--- src/rtl/rom_arbiter.sv ---
// Round-robin arbiter granting two requesters single-word reads from a ROM.
// One transaction is outstanding at a time; out-of-range addresses get an error response.
module rom_arbiter #(
    parameter int ROM_DEPTH = 256
) (
    input  logic        clock,
    input  logic        reset,
    input  logic        req0_valid,
    input  logic [15:0] req0_address,
    output logic        req0_ready,
    input  logic        req1_valid,
    input  logic [15:0] req1_address,
    output logic        req1_ready,
    output logic [1:0]  rsp_valid,
    input  logic [1:0]  rsp_ready,
    output logic [15:0] rsp_data,
    output logic        rsp_error,
    output logic        rom_read_enable,
    output logic [15:0] rom_address,
    input  logic [15:0] rom_read_data
);

    typedef enum logic [1:0] {IDLE, READ, LATCH, RESP} state_e;

    // A 17-bit bound keeps the range check valid for any depth up to 65536.
    localparam logic [16:0] DEPTH_BOUND = 17'(ROM_DEPTH);

    state_e      state_q, state_d;
    logic        ptr_q, ptr_d;
    logic        id_q, id_d;
    logic [15:0] addr_q, addr_d;
    logic [15:0] data_q, data_d;
    logic        error_q, error_d;

    logic        grant_valid;
    logic        grant_id;
    logic [15:0] grant_addr;

    // NOTE: every signal gets a default first so no path through the case infers a latch.
    always_comb begin
        state_d         = state_q;
        ptr_d           = ptr_q;
        id_d            = id_q;
        addr_d          = addr_q;
        data_d          = data_q;
        error_d         = error_q;
        grant_valid     = 1'b0;
        grant_id        = 1'b0;
        grant_addr      = req0_address;
        req0_ready      = 1'b0;
        req1_ready      = 1'b0;
        rom_read_enable = 1'b0;
        rsp_valid       = 2'b00;

        case (state_q)
            IDLE: begin
                if (req0_valid && req1_valid) begin
                    grant_valid = 1'b1;
                    grant_id    = ptr_q;
                end else if (req0_valid || req1_valid) begin
                    grant_valid = 1'b1;
                    grant_id    = req1_valid;
                end
                grant_addr = grant_id ? req1_address : req0_address;

                // Nothing is accepted while reset is held low.
                if (grant_valid && reset) begin
                    req0_ready = ~grant_id;
                    req1_ready = grant_id;
                    ptr_d      = ~grant_id;
                    id_d       = grant_id;
                    addr_d     = grant_addr;
                    if ({1'b0, grant_addr} < DEPTH_BOUND) begin
                        state_d = READ;
                    end else begin
                        data_d  = 16'h0000;
                        error_d = 1'b1;
                        state_d = RESP;
                    end
                end
            end
            READ: begin
                rom_read_enable = 1'b1;
                state_d         = LATCH;
            end
            LATCH: begin
                data_d  = rom_read_data;
                error_d = 1'b0;
                state_d = RESP;
            end
            RESP: begin
                rsp_valid = id_q ? 2'b10 : 2'b01;
                if (rsp_ready[id_q]) begin
                    state_d = IDLE;
                end
            end
            default: state_d = IDLE;
        endcase
    end

    // NOTE: state updates use non-blocking assignments; reset is synchronous and active-low.
    always_ff @(posedge clock) begin
        if (!reset) begin
            state_q <= IDLE;
            ptr_q   <= 1'b0;
            id_q    <= 1'b0;
            addr_q  <= 16'h0000;
            data_q  <= 16'h0000;
            error_q <= 1'b0;
        end else begin
            state_q <= state_d;
            ptr_q   <= ptr_d;
            id_q    <= id_d;
            addr_q  <= addr_d;
            data_q  <= data_d;
            error_q <= error_d;
        end
    end

    assign rom_address = addr_q;
    assign rsp_data    = data_q;
    assign rsp_error   = error_q;

endmodule

--- config.mk ---
export PLATFORM = sky130hd
export DESIGN_NAME = rom_arbiter
export DESIGN_NICKNAME = d
export VERILOG_FILES = /design/src/rtl/rom_arbiter.sv
export SDC_FILE = /design/constraint.sdc
export NUM_CORES = 1
export LEC_CHECK = 0
export BUFFER_PORTS_ARGS = -buffer_cell sky130_fd_sc_hd__buf_4
export CORE_MARGIN = 2
export CORE_UTILIZATION = 48
export CTS_CLUSTER_SIZE = 28
export DETAILED_ROUTE_END_ITERATION = 8
export PLACE_DENSITY = 0.89
export SLEW_MARGIN = 20
export SYNTH_ARGS = -nofsm -noshare
export SYNTH_HDL_FRONTEND = slang
export SYNTH_SLANG_ARGS = --single-unit
--- constraint.sdc ---
create_clock -name clock -period 4.65 [get_ports clock]
set_input_delay 0.93 -clock clock [delete_from_list [all_inputs] [get_ports clock]]
set_output_delay 0.93 -clock clock [all_outputs]
set_load 0.01 [all_outputs]
## Yosys cells after proc, flatten, opt, wreduce, memory -nomap -nowiden

Cells that the tools add are included.

- Bits in registers: 37
- Bits of input ports: 54
- Output and inout port bits: 38

- Magnitude comparators: 2
- Equality and inequality tests: 6
- Muxes and demuxes: 26
- Bitwise gates (word level): 1
- Reductions and logical operators: 8

Operators by type and width:

| cell | count |
|---|---|
| $mux 16 | 3 |
| $pmux 16 s2 | 1 |
| $lt 16x9->1 const B | 1 |
| $mux 1 | 15 |
| $mux 2 | 5 |
| $pmux 2 s4 | 1 |
| $ne 2x2->1 const B | 3 |
| $eq 2x2->1 const B | 2 |
| $reduce_and 2->1 | 2 |
| $reduce_and 3->1 | 1 |
| $eq 2x1->1 const B | 1 |
| $logic_and 1x1->1 | 2 |
| $logic_not 2->1 | 1 |
| $lt 1x2->1 const B | 1 |
| $pmux 1 s2 | 1 |
| $reduce_bool 2->1 | 1 |
| $logic_or 1x1->1 | 1 |
| $not 1->1 | 1 |

## Logic depth before layout (Yosys ltp)

- Depth after elaboration: 9
- Gate-level depth with buffers: 9

## Worst setup path after synthesis

Ideal clock, no wire load.

- Path kind: input port to output port
- Start: input req0_valid
- End: output req0_ready
- Arrival: 1.716 ns
- Required time: 3.720 ns
- Slack: 2.004 ns
- Cell stages on the path: 5
- Path through: nor2b_2 -> nand2b_1 -> buf_4 -> buf_6 -> and2_1

- Word-level cells in the longest chain between the ends: 7
- Elaborated cells between the ends (all ways): 12

RTL lines:

| element | line | text |
|---|---|---|
| start: declaration | 8 | `input logic req0_valid,` |
| $logic_or 1x1->1 | 60 | `end else if (req0_valid \|\| req1_valid) begin` |
| $mux 1 | 60 |  |
| $mux 1 | 57 | `if (req0_valid && req1_valid) begin` |
| $mux 1 | 55 | `case (state_q)` |
| $logic_and 1x1->1 / $not 1->1 (equally long branches) | 67, 68 |  |
| $mux 1 * | 67 | `if (grant_valid && reset) begin` |
| $mux 1 * | 55 |  |
| end: declaration | 10 | `output logic req0_ready,` |

Mark *: on every way between the ends. The rest lies on a longest branch, timed or not. The select of a mux whose other input is x is not followed.

## Worst setup path in the final report

- Start: input reset
- End: output req0_ready

- Word-level cells in the longest chain between the ends: 3

RTL lines:

| element | line | text |
|---|---|---|
| start: declaration | 7 | `input logic reset,` |
| $logic_and 1x1->1 | 67 |  |
| $mux 1 | 67 |  |
| $mux 1 | 55 |  |

Every way passes these cells.

==> flow_metrics.tcl <==
set metrics [dict create \
    hold_viol 0 \
    design.die.area_um2 4250 \
    irDropWorstVdd_uv 234 \
    cellLeakagePower_nw 1.24 \
    floorplan.initialDensity 0.494 \
    yosys_warnings 0 \
    io_pins 92 \
    drv_slew 0 \
    dr.pass1.iters 4 \
    clock-root-buffer "sky130_fd_sc_hd__clkbuf_8" \
    post_drt_wl_per_cell_um 13.1 \
    slew_headroom 0.499 \
    synth_largest_type_area_fraction 0.413 \
    clk_pin_slew_worst_paths_ns 0.07 \
    fmax_mhz 313 \
    post_synth_instance_area_um2 1800 \
    final_nets 332 \
    timing.setup.critical_path_class "in -> out" \
    number_of_global_route_vias_before_repair 1569 \
    ys_seq_elements 37 \
    placed_cell_area_um2 2420 \
    layout-drive-gt1-share 0.383 \
    report.final.setup_viol 0 \
    avgSynthCellArea_um2 9.50 \
    clk_latency_ns 0.28 \
    die_w_um 65.2 \
    tightest_slew_ns 0.749 \
    clock_tree.htree_level_count 2 \
    core-area_um2 3630 \
    place.port_buffers 91 \
    cts-hold-fix-buffers 0 \
    total_number_of_clock_tree_sinks 37 \
    floorplan.rows 22 \
    netlist_top_cells_area "sky130_fd_sc_hd__dfxtp_1 (41%), sky130_fd_sc_hd__mux2i_1 (19%), sky130_fd_sc_hd__nand3_1 (6.7%)" \
    num_antenna_cells 0 \
    cts-resized-gates 0 \
    layoutNonFillerInstCount 322 \
    timing.critical_path.fanout_max 48 \
    postLayoutSetupSlackWorst_ns 1.46 \
    1st_iter_drt_viols 60 \
    fillerInstances 303 \
    total_power_mw 1.11 \
    detailedPlacementHpwl_um 3120 \
    hp-class "reg -> reg" \
    endpoint_kind "output port" \
    globalRouteTotalUtil 0.204 \
    via_per_inst 5.24 \
    grt_start_max_net_pins 49 \
    finalInstanceArea_um2 2520 \
    gp_congestion 0.750 \
    postRouteWirelength_um 4220 \
    global_route_wire_length_before_repair_um 6730 \
    netlist_instances 189 \
    overflow 0 \
    placed_cells_incl_taps 315 \
    drv_cap 0 \
    synth-seq-area-share 0.413 \
    drc_errors 0 \
    grt_setup_unrepaired "false" \
    multi_input_comb_area_um2 923 \
    setup_total_negative_slack_ns 0 \
    outcome "finished clean" \
    fin_worst_hold_slack_ns 0.460 \
    die_h_um 65.2 \
    utilization 0.694 \
    setup_fix_bufs_post_cts 0 \
    place_ws_ns 1.40 \
    numCtsBuffers 5 \
    synth_largest_area_cell "sky130_fd_sc_hd__dfxtp_1" \
    skew_ns 0.00285 \
    worstPathArrival_ns 2.26 \
    worst_setup_start_kind "input port" \
    routed-via-count 1686 \
    final_antenna_violating_net_count 0 \
    postSynthNetCount 247 \
    worst-endpoint-required_ns 3.72 \
    post-route-min-period_ns 3.19 \
    area_growth_pct 40.3 \
    ff_latch_area_um2 741 \
    final_min_period_over_clock_period 0.686 \
    cellPowerDensity_nw_per_um2 441 \
    cts_tree "built" \
    grt_antenna_before_repair 0 \
    clockBufferDepth 2 \
    netlist-cell-type-count 33 \
]
[worst max-delay path, cell delays in order]
cell and delay, ns:
sky130_fd_sc_hd__buf_4 0.37, sky130_fd_sc_hd__nand2_1 0.12, sky130_fd_sc_hd__nor2_2 0.49, sky130_fd_sc_hd__and2_1 0.22
sky130_fd_sc_hd__buf_4 0.12
[cells in the mapped netlist]
| library cell | count |
|---|---|
| sky130_fd_sc_hd__clkbuf_1 | 2 |
| sky130_fd_sc_hd__ha_1 | 4 |
| sky130_fd_sc_hd__dlygate4sd1_1 | 4 |
| sky130_fd_sc_hd__o21ai_1 | 8 |
| sky130_fd_sc_hd__o221ai_1 | 1 |
| sky130_fd_sc_hd__o21ai_2 | 1 |
| sky130_fd_sc_hd__nor2_2 | 1 |
| sky130_fd_sc_hd__nand2b_1 | 1 |
| sky130_fd_sc_hd__nand3_1 | 24 |
| sky130_fd_sc_hd__nor4b_4 | 1 |
| sky130_fd_sc_hd__nor2b_1 | 1 |
| sky130_fd_sc_hd__a31o_2 | 1 |
| sky130_fd_sc_hd__nor3_1 | 3 |
| sky130_fd_sc_hd__o21ai_0 | 1 |
| sky130_fd_sc_hd__o22ai_1 | 1 |
| sky130_fd_sc_hd__a211oi_1 | 9 |
| sky130_fd_sc_hd__buf_12 | 1 |
| sky130_fd_sc_hd__a22oi_1 | 1 |
| sky130_fd_sc_hd__o2111ai_1 | 1 |
| sky130_fd_sc_hd__nor2b_2 | 1 |
| sky130_fd_sc_hd__nand2_1 | 20 |
| sky130_fd_sc_hd__buf_2 | 2 |
| sky130_fd_sc_hd__nor4_1 | 1 |
| sky130_fd_sc_hd__dfxtp_1 | 37 |
| sky130_fd_sc_hd__and2_1 | 2 |
| sky130_fd_sc_hd__buf_6 | 3 |
| sky130_fd_sc_hd__nand4b_1 | 1 |
| sky130_fd_sc_hd__nor2_1 | 13 |
| sky130_fd_sc_hd__clkinv_1 | 1 |
| sky130_fd_sc_hd__buf_4 | 2 |
| sky130_fd_sc_hd__o211ai_2 | 2 |
| sky130_fd_sc_hd__inv_1 | 4 |
| sky130_fd_sc_hd__mux2i_1 | 34 |
[flip-flops by register name, indices dropped and copies added (netlist names)]
register	count
ptr_q	1
rsp_data	16
rsp_error	1
state_q	2
rom_address	16
id_q	1
[cells by family (layout without fill, tap and decap cells)]
group,after synthesis,count (layout),synth area share
buf+inv,19,104,0.0780
fa+ha+maj,4,4,0.0279
compound gates,26,26,0.104
mux,34,34,0.190
simple gates,69,69,0.188
flops,37,37,0.413
[cell usage in the layout, fill, tap and decap left out, types with 2 or more instances in the layout]
cell,instances
sky130_fd_sc_hd__dfxtp_1,37
sky130_fd_sc_hd__inv_1,4
sky130_fd_sc_hd__nand2_1,20
sky130_fd_sc_hd__buf_4,92
sky130_fd_sc_hd__o21ai_1,8
sky130_fd_sc_hd__and2_1,2
sky130_fd_sc_hd__a211oi_1,9
sky130_fd_sc_hd__nor3_1,3
sky130_fd_sc_hd__nor2_1,13
sky130_fd_sc_hd__ha_1,4
sky130_fd_sc_hd__nand3_1,24
sky130_fd_sc_hd__mux2i_1,34
sky130_fd_sc_hd__clkbuf_8,6
[report_power, final]
group          total [mW]  internal [mW]  switching, mW
Clock               0.222          0.117          0.104
Combinational       0.463          0.226          0.237
Sequential          0.428          0.385         0.0428
Total                1.11          0.729          0.384
[layer usage]
metal,track usage,share of wire,vias to the layer above
met5,0,0,-
met4,0.0625,0.012,0
met3,0.0736,0.10,6
met2,0.344,0.46,82
met1,0.242,0.43,759
li1,-,-,839
[final timing paths]
kind / from / end / slack, ns / cells after the start
max: reset / req0_ready / 1.46 / 5
min: rsp_data[8]$_SDFFE_PN0P_ / rsp_data[8]$_SDFFE_PN0P_ / 0.46 / 2
max reg2reg: ptr_q$_SDFFE_PN0P_ / rsp_data[11]$_SDFFE_PN0P_ / 2.53 / 5
min reg2reg: rsp_data[8]$_SDFFE_PN0P_ / rsp_data[8]$_SDFFE_PN0P_ / 0.46 / 2
[final cells by class]
class	count	area share
flip-flops and latches	37	0.294
repair buffers	92	0.274
clock buffers	7	0.0343
multi-input cells	133	0.366
well taps	48	0.0238
inverters	5	0.00745
Note: power is estimated with default switching activity, not from simulation.
